**src/rtl/word_pkg.sv**
```systemverilog
// rtl/word_pkg.sv - shared sizes and types for the word mask encoder
package word_pkg;

    localparam int N_WORDS = 8;
    localparam int IDX_W   = $clog2(N_WORDS);

    typedef enum logic [1:0] {
        IDLE = 2'd0,
        EMIT = 2'd1,
        DONE = 2'd2
    } enc_state_t;

    typedef logic [N_WORDS-1:0] word_mask_t;
    typedef logic [IDX_W-1:0]   word_idx_t;

endpackage

```
**src/rtl/word_prio_enc.sv**
```systemverilog
// rtl/word_prio_enc.sv - combinational lowest-set-bit encoder for a word mask
module word_prio_enc
    import word_pkg::*;
(
    input  logic [N_WORDS-1:0] mask,
    output logic [IDX_W-1:0]   idx,
    output logic               any,
    output logic               single
);

    // scan from the top down so the lowest set bit is the last one written
    always_comb begin
        idx = '0;
        for (int i = N_WORDS - 1; i >= 0; i--) begin
            if (mask[i]) begin
                idx = IDX_W'(i);
            end
        end
    end

    assign any    = |mask;
    assign single = any && ((mask & (mask - 1'b1)) == '0);

endmodule

```
**src/rtl/word_mask_encoder.sv**
```systemverilog
// rtl/word_mask_encoder.sv - word mask to word index stream, lowest first; optional WORD_ENC_ONEHOT_EN one-hot output
module word_mask_encoder
    import word_pkg::*;
(
    input  logic               clk,
    input  logic               rst_n,
    input  logic               start,
    input  logic [N_WORDS-1:0] mask_in,
    output logic               busy,
    output logic [IDX_W-1:0]   idx_out,
    output logic               idx_valid,
    input  logic               idx_ready,
    output logic               idx_last,
`ifdef WORD_ENC_ONEHOT_EN
    output logic [N_WORDS-1:0] word_enable_out,
`endif
    output logic               done
);

    enc_state_t state;
    word_mask_t pend;
    word_mask_t pend_next;
    word_idx_t  enc_idx;
    logic       enc_any;
    logic       enc_single;

    // value pend takes at the next edge; the encoder looks ahead at it so the
    // following index is ready in the same cycle as the transfer
    always_comb begin
        pend_next = pend;
        case (state)
            IDLE: if (start) pend_next = mask_in;
            EMIT: if (idx_ready) pend_next = pend & ~(word_mask_t'(1) << idx_out);
            default: pend_next = '0;
        endcase
    end

    word_prio_enc u_prio (
        .mask   (pend_next),
        .idx    (enc_idx),
        .any    (enc_any),
        .single (enc_single)
    );

    // sequencing FSM with all outputs registered
    always_ff @(posedge clk or negedge rst_n) begin
        if (!rst_n) begin
            state     <= IDLE;
            pend      <= '0;
            idx_out   <= '0;
            idx_valid <= 1'b0;
            idx_last  <= 1'b0;
            busy      <= 1'b0;
            done      <= 1'b0;
`ifdef WORD_ENC_ONEHOT_EN
            word_enable_out <= '0;
`endif
        end else begin
            case (state)
                IDLE: begin
                    if (start) begin
                        pend <= pend_next;
                        busy <= 1'b1;
                        if (enc_any) begin
                            state     <= EMIT;
                            idx_out   <= enc_idx;
                            idx_last  <= enc_single;
                            idx_valid <= 1'b1;
`ifdef WORD_ENC_ONEHOT_EN
                            word_enable_out <= word_mask_t'(1) << enc_idx;
`endif
                        end else begin
                            state <= DONE;
                            done  <= 1'b1;
                        end
                    end
                end
                EMIT: begin
                    if (idx_ready) begin
                        pend <= pend_next;
                        if (enc_any) begin
                            idx_out  <= enc_idx;
                            idx_last <= enc_single;
`ifdef WORD_ENC_ONEHOT_EN
                            word_enable_out <= word_mask_t'(1) << enc_idx;
`endif
                        end else begin
                            state     <= DONE;
                            idx_valid <= 1'b0;
                            idx_last  <= 1'b0;
                            idx_out   <= '0;
                            done      <= 1'b1;
`ifdef WORD_ENC_ONEHOT_EN
                            word_enable_out <= '0;
`endif
                        end
                    end
                end
                DONE: begin
                    state <= IDLE;
                    done  <= 1'b0;
                    busy  <= 1'b0;
                end
                default: begin
                    state     <= IDLE;
                    pend      <= '0;
                    idx_valid <= 1'b0;
                    idx_last  <= 1'b0;
                    busy      <= 1'b0;
                    done      <= 1'b0;
                end
            endcase
        end
    end

endmodule

```
**config.mk**
```make
export PLATFORM = sky130hd
export DESIGN_NAME = word_mask_encoder
export DESIGN_NICKNAME = d
export VERILOG_FILES = /design/src/rtl/word_pkg.sv /design/src/rtl/word_prio_enc.sv /design/src/rtl/word_mask_encoder.sv
export SDC_FILE = /design/constraint.sdc
export NUM_CORES = 1
export LEC_CHECK = 0
export ABC_AREA = 1
export BUFFER_PORTS_ARGS = -buffer_cell sky130_fd_sc_hd__clkbuf_2
export CAP_MARGIN = 0
export CORE_MARGIN = 2
export CORE_UTILIZATION = 40
export DETAILED_ROUTE_END_ITERATION = 16
export SLEW_MARGIN = 40
export SYNTH_ARGS = -nofsm -noshare
export SYNTH_HDL_FRONTEND = slang
export SYNTH_SLANG_ARGS = --single-unit
export TNS_END_PERCENT = 1
```
**constraint.sdc**
```tcl
create_clock -name clk -period 2.1 [get_ports clk]
set_input_delay 0 -clock clk [delete_from_list [all_inputs] [get_ports clk]]
set_output_delay 0 -clock clk [all_outputs]
set_load 0.1 [all_outputs]
```
# ---- Yosys cells after proc, flatten, opt, wreduce, memory -nomap -nowiden
# Cells that the tools add are included.
dict set report word_totals {
  wordCells 72
  out_inout_bits 7
  reg_bits 17
  inputBits 12
}
dict set report op_classes {
  shift 1
  bitwise 5
  n_addsub 1
  muxes 40
  n_reduce_logical 12
  n_eq_ne 6
}
# operator n
set ops {}
lappend ops {{$mux 3} 12}
lappend ops {{$mux 8} 4}
lappend ops {{$pmux 8 s3} 1}
lappend ops {{$and 8x8->8} 2}
lappend ops {{$pmux 8 s2} 1}
lappend ops {{$mux 1} 12}
lappend ops {{$logic_not 8->1} 1}
lappend ops {{$mux 2} 4}
lappend ops {{$not 8->8} 1}
lappend ops {{$reduce_and 4->1} 2}
lappend ops {{$reduce_or 8->1} 1}
lappend ops {{$shl 1x3->8 const A} 1}
lappend ops {{$sub 8x1->8 const B} 1}
lappend ops {{$ne 2x2->1 const B} 3}
lappend ops {{$pmux 1 s3} 2}
lappend ops {{$pmux 3 s2} 1}
lappend ops {{$reduce_and 3->1} 2}
lappend ops {{$reduce_and 5->1} 1}
lappend ops {{$pmux 1 s2} 2}
lappend ops {{$pmux 2 s2} 1}
lappend ops {{$reduce_and 2->1} 2}
lappend ops {{$eq 2x1->1 const B} 1}
lappend ops {{$eq 2x2->1 const B} 1}
lappend ops {{$logic_not 2->1} 1}
lappend ops {{4 further kinds} 5}

# ---- Depth between registers and ports, before layout
dict set report depth {
  ltp_word 16
  mapped_depth 15
  mapped_depth_nobuf 15
}

# ---- Modules after synthesis
# From an unflattened synthesis, not the netlist that was laid out.
dict set report unflattened {
  hier_cells 180
  hier_area_um2 1152.4
}
# mod seq_area_each_um2 cells_each instances area_each_um2
set by_module_without_submodules {}
lappend by_module_without_submodules {word_mask_encoder 425.4 143 1 974.7}
lappend by_module_without_submodules {word_prio_enc 0.0 37 1 177.7}

# ---- Worst setup path after synthesis
# OpenSTA, ideal clock, no wires.
dict set report synth_path {
  path_type {flip-flop to flip-flop}
  from {reg idx_out[1]}
  to {reg idx_valid}
  stages_incl_launch_ff 14
  arrival_time_ps 2102
  slack_ps -124
  required_ps 1978
  setup_ps 122
  period_less_slack_ps 2224
  path_buffers 0
  cell_sequence {dfrtp_1 -> inv_1 -> nor2_1 -> nand2_1 -> nand2_2 -> nand2_2 -> a21oi_4 -> nand2_2 -> nor2_4 -> nand2_1 -> nand2_1 -> nand3_1 -> nand2_1 -> nand2_1}
}
dict set report synth_between {
  elab_chain_len 8
  elab_cells_between_ends 9
  classes_between {2 x eq/ne; 1 x shift; 2 x mux; 2 x bitwise; 2 x reduce/logical}
}
# item line
set synth_lines {}
lappend synth_lines {{start: declaration} word_mask_encoder.sv:10} ;# output logic [IDX_W-1:0] idx_out,
lappend synth_lines {{start signal: assignment} word_mask_encoder.sv:66} ;# idx_out <= enc_idx;
lappend synth_lines {{start signal: assignment} word_mask_encoder.sv:82} ;# idx_out <= enc_idx;
lappend synth_lines {{$shl 1x3->8 (*)} word_mask_encoder.sv:33} ;# EMIT: if (idx_ready) pend_next = pend & ~(word_mask_t'(1) << idx_out);
lappend synth_lines {{$not 8->8 (*)} word_mask_encoder.sv:33}
lappend synth_lines {{$and 8x8->8 (*)} word_mask_encoder.sv:33}
lappend synth_lines {{$mux 8 (*)} word_mask_encoder.sv:33}
lappend synth_lines {{$pmux 8 s2 (*)} word_mask_encoder.sv:31} ;# case (state)
lappend synth_lines {{$reduce_or 8->1 (*)} word_prio_enc.sv:21} ;# assign any = |mask;
lappend synth_lines {{$ne 2x2->1 (no line) or $ne 2x1->1 (tied branches)} n/a}
lappend synth_lines {{$reduce_and 5->1 (no line) (*)} n/a}
lappend synth_lines {{end signal: assignment} word_mask_encoder.sv:51} ;# idx_valid <= 1'b0;
lappend synth_lines {{end signal: assignment} word_mask_encoder.sv:68} ;# idx_valid <= 1'b1;
lappend synth_lines {{end signal: assignment} word_mask_encoder.sv:89} ;# idx_valid <= 1'b0;
lappend synth_lines {{end: declaration} word_mask_encoder.sv:11} ;# output logic idx_valid,
# Every way passes the cells marked *; elsewhere a longest branch is shown, timed or not.
# A chain may end at the register's enable or synchronous reset.

# ---- Worst setup path after layout
dict set report layout_path {
  from {reg state[1]}
  to {reg idx_out[0]}
}
dict set report layout_between {
  elab_chain_len 13
  elab_cells_between_ends 22
  classes_between {4 x eq/ne; 14 x mux; 4 x reduce/logical}
}
# item line
set layout_lines {}
lappend layout_lines {{start: declaration} word_mask_encoder.sv:20} ;# enc_state_t state;
lappend layout_lines {{start signal: assignment} word_mask_encoder.sv:48} ;# state <= IDLE;
lappend layout_lines {{start signal: assignment} word_mask_encoder.sv:65} ;# state <= EMIT;
lappend layout_lines {{start signal: assignment} word_mask_encoder.sv:73} ;# state <= DONE;
lappend layout_lines {{$eq 2x1->1 or $logic_not 2->1 (tied branches)} {word_mask_encoder.sv:31, word_mask_encoder.sv:59}}
lappend layout_lines {{$pmux 8 s2} word_mask_encoder.sv:31}
lappend layout_lines {{$mux 3 (8 in series)} word_prio_enc.sv:15} ;# if (mask[i]) begin
lappend layout_lines {{$mux 3 (on tied branches)} {word_mask_encoder.sv:81, word_mask_encoder.sv:64}}
lappend layout_lines {{$mux 3 (on tied branches)} {word_mask_encoder.sv:79, word_mask_encoder.sv:61}}
lappend layout_lines {{$pmux 3 s2} word_mask_encoder.sv:59} ;# case (state)
# Several ways; a longest one is shown, not always the timed one. The select of a mux whose other input is x is not followed.

==> key figures <==
Hold path
  – Startpoint of the worst hold path: idx_ready
  – Hold path depth: 4
  – Hold Path End: state[0]$_DFFE_PN0P_
  – Min-delay worst type: input pin to flop

Route
  – Final ANT Viol Nets: 0
  – First-pass DRT Iterations: 4
  – Routed len/inst: 11.9 microns
  – Vias: 1,215
  – Initial DRC Count: 35
  – Post-route DRC: 0
  – Routed vias/inst: 5.04
  – Post-Route WL: 2860 microns

Die
  – Die area: 3530 sq um
  – Die Wd: 59.5 microns
  – Row cnt: 20
  – Starting density of the core: 41.3%
  – Total core area: 2980 sq um
  – # IOs: 19
  – Die height: 59.5 microns

Synthesis
  – Ys Warns: 0
  – Syn nets: 197
  – Top cell type's share of synthesized area: 34.6%
  – Mapped Cells: 185
  – Unique cell type count in the Yosys netlist: 21
  – Post-synth top flop: dfrtp_1
  – Post-synth EDFFs: 0
  – Top post-synthesis cells by area: dfrtp_1 (35%), nand2_1 (23%), nand2_2 (5.6%)
  – Seq cells post-synth: 17
  – Dominant cell type by area after synthesis: dfrtp_1
  – Syn Area/Cell: 6.65 sq um
  – Mapped Area: 1230 sq um
  – Most common cell in the netlist: nand2_1
  – FFs w/ async S/R, synth: 100%
  – Synth cell count leaders: nand2_1 (75), dfrtp_1 (17), nor2_1 (15)
  – Seq/Total Area, Yosys: 34.6%

Clock tree
  – Clock Latency Late Sink: 300 ps
  – Clock slew at reported path FFs: 100 ps
  – CTS max path bufs: 2
  – H-tree levels: 1
  – CTS Buf Count: 3
  – Root buffer cell: clkbuf_4
  – Clock Sink Count: 17
  – CTS tree: yes

STA
  – Setup_tns: 0 ps
  – Post-layout min period: 1850 ps
  – RSZ-0062 raised after global routing: false
  – Maximum clock frequency: 0.540 GHz
  – Worst slew pin tran: 543 ps
  – Fin Clk Skew: 4.73 ps
  – Slew headroom: 64.0%
  – Period utilization: 88.2%
  – Count of final setup violators: 0
  – Final hold violations: 0
  – Slew Viols, Final: 0

Final layout
  – Multi-input gate area: 729 sq um
  – FF+latch area: 429 sq um
  – Ant. Diodes: 0
  – Filler instances: 331
  – Area Overhead vs Synth: 14.1%
  – # nets final: 221
  – Final Core Density: 47.1%
  – Layout cell share with drive strength beyond 1: 28.4%

Worst setup path
  – Crit path DAT: 2100 ps
  – Setup slack, reg-to-reg: 250 ps
  – Critical path class: flop to flop
  – Critical Path Source Type: flop
  – Worst-path maximum fanout: 5
  – R2r endpoint: idx_out[0]$_DFFE_PN0P_
  – Crit. End Element: flop
  – R2R depth: 12
  – Crit path required time: 2340 ps
  – Reg2reg start: state[1]$_DFFE_PN0P_

Placed design
  – DP HPWL: 2330 microns
  – Routability cong.: 0.891
  – Port Buf Inserts: 18

Global routing
  – Number of global-route vias before repair: 1,067
  – Grt ovf: 0
  – Largest net degree at the start of global routing: 18
  – Initial antenna violation count: 0
  – Global-route wire length before repair: 4980 microns
  – Total global-route track usage: 19.2%

Run
  – Maxcap violations: 0

Run status
  – Status: finished clean
## final cells by class
| class | count | share of cell area [%] |
|---|---|---|
| Tap cell | 33 | 2.94 |
| Multi-Input combinational cell | 149 | 52.0 |
| Timing Repair Buffer | 20 | 7.66 |
| Sequential cell | 17 | 30.6 |
| Clock buffer | 4 | 1.87 |
| Inverter | 18 | 4.99 |
## per-stage QoR
step | worst slack (ps) | hold slack, ps | cells | cell area, sq um
after detailed placement | 276 | -26.8 | 236 | 1370
after floorplan | 204 | -296 | 185 | 1230
after global placement | 278 | -32.6 | 236 | 1370
after CTS | 250 | 50.1 | 241 | 1400
after global routing | 48.1 | 88.7 | 241 | 1400
final | 247 | 67.8 | 241 | 1400
## worst max path at each step
stage | endpoint | slack [ps] | cells past startpoint | from
floorplan | idx_valid$_DFFE_PN0P_ | 200 | 13 | idx_out[1]$_DFFE_PN0P_
finish | idx_out[0]$_DFFE_PN0P_ | 250 | 12 | state[1]$_DFFE_PN0P_
global placement | idx_out[2]$_DFFE_PN0P_ | 280 | 11 | state[1]$_DFFE_PN0P_
detailed placement | idx_out[0]$_DFFE_PN0P_ | 280 | 12 | state[1]$_DFFE_PN0P_
CTS | idx_out[0]$_DFFE_PN0P_ | 250 | 12 | state[1]$_DFFE_PN0P_
global route | idx_out[0]$_DFFE_PN0P_ | 50 | 12 | state[1]$_DFFE_PN0P_
## timing repair
item,CTS,global route
hold buffers,1,0
gates resized for setup,0,0
endpoints found under the hold margin,17,0
buffers inserted,0,0
## routing by layer
metal | global-route usage (%) | up-vias | share of wire (%)
li1 | - | 639 | -
met1 | 25.8 | 556 | 49
met2 | 30.5 | 16 | 46
met3 | 2.84 | 4 | 3.0
met4 | 8.77 | 0 | 1.6
met5 | 0 | - | 0
## sequential cells by signal (all words and copies together), names as in the netlist
name,flops
idx_valid,1
idx_last,1
done,1
pend,8
idx_out,3
busy,1
state,2
## cells by family after synthesis
logic type | synth area share (%)
compound gates | 13.5
buf+inv | 6.10
flops | 34.6
simple gates | 45.8
## worst max-delay path, cell delays in order, from the launching register on
cell and delay, ps:
dfrtp_1 450, nor2_4 190, inv_2 90, nor2_2 210, nand2_1 100, a21boi_2 190
nand2_2 130, nor2_4 50, nand3_2 80, nand2_2 90, nor2_1 120, nand2_1 60
nand2_1 50
## placed cells by master (no fill, tap or decap), types with 7 or more instances in the layout
| cell | count |
|---|---|
| inv_2 | 8 |
| nand2_2 | 11 |
| nand3_1 | 10 |
| o21ai_1 | 10 |
| a21oi_1 | 7 |
| clkbuf_2 | 18 |
| dfrtp_1 | 14 |
| inv_1 | 9 |
| nor2_1 | 15 |
| nand2_1 | 75 |
Power is not shown: default switching activity piles up to over one toggle a cycle in this logic, so the estimate is an artifact.
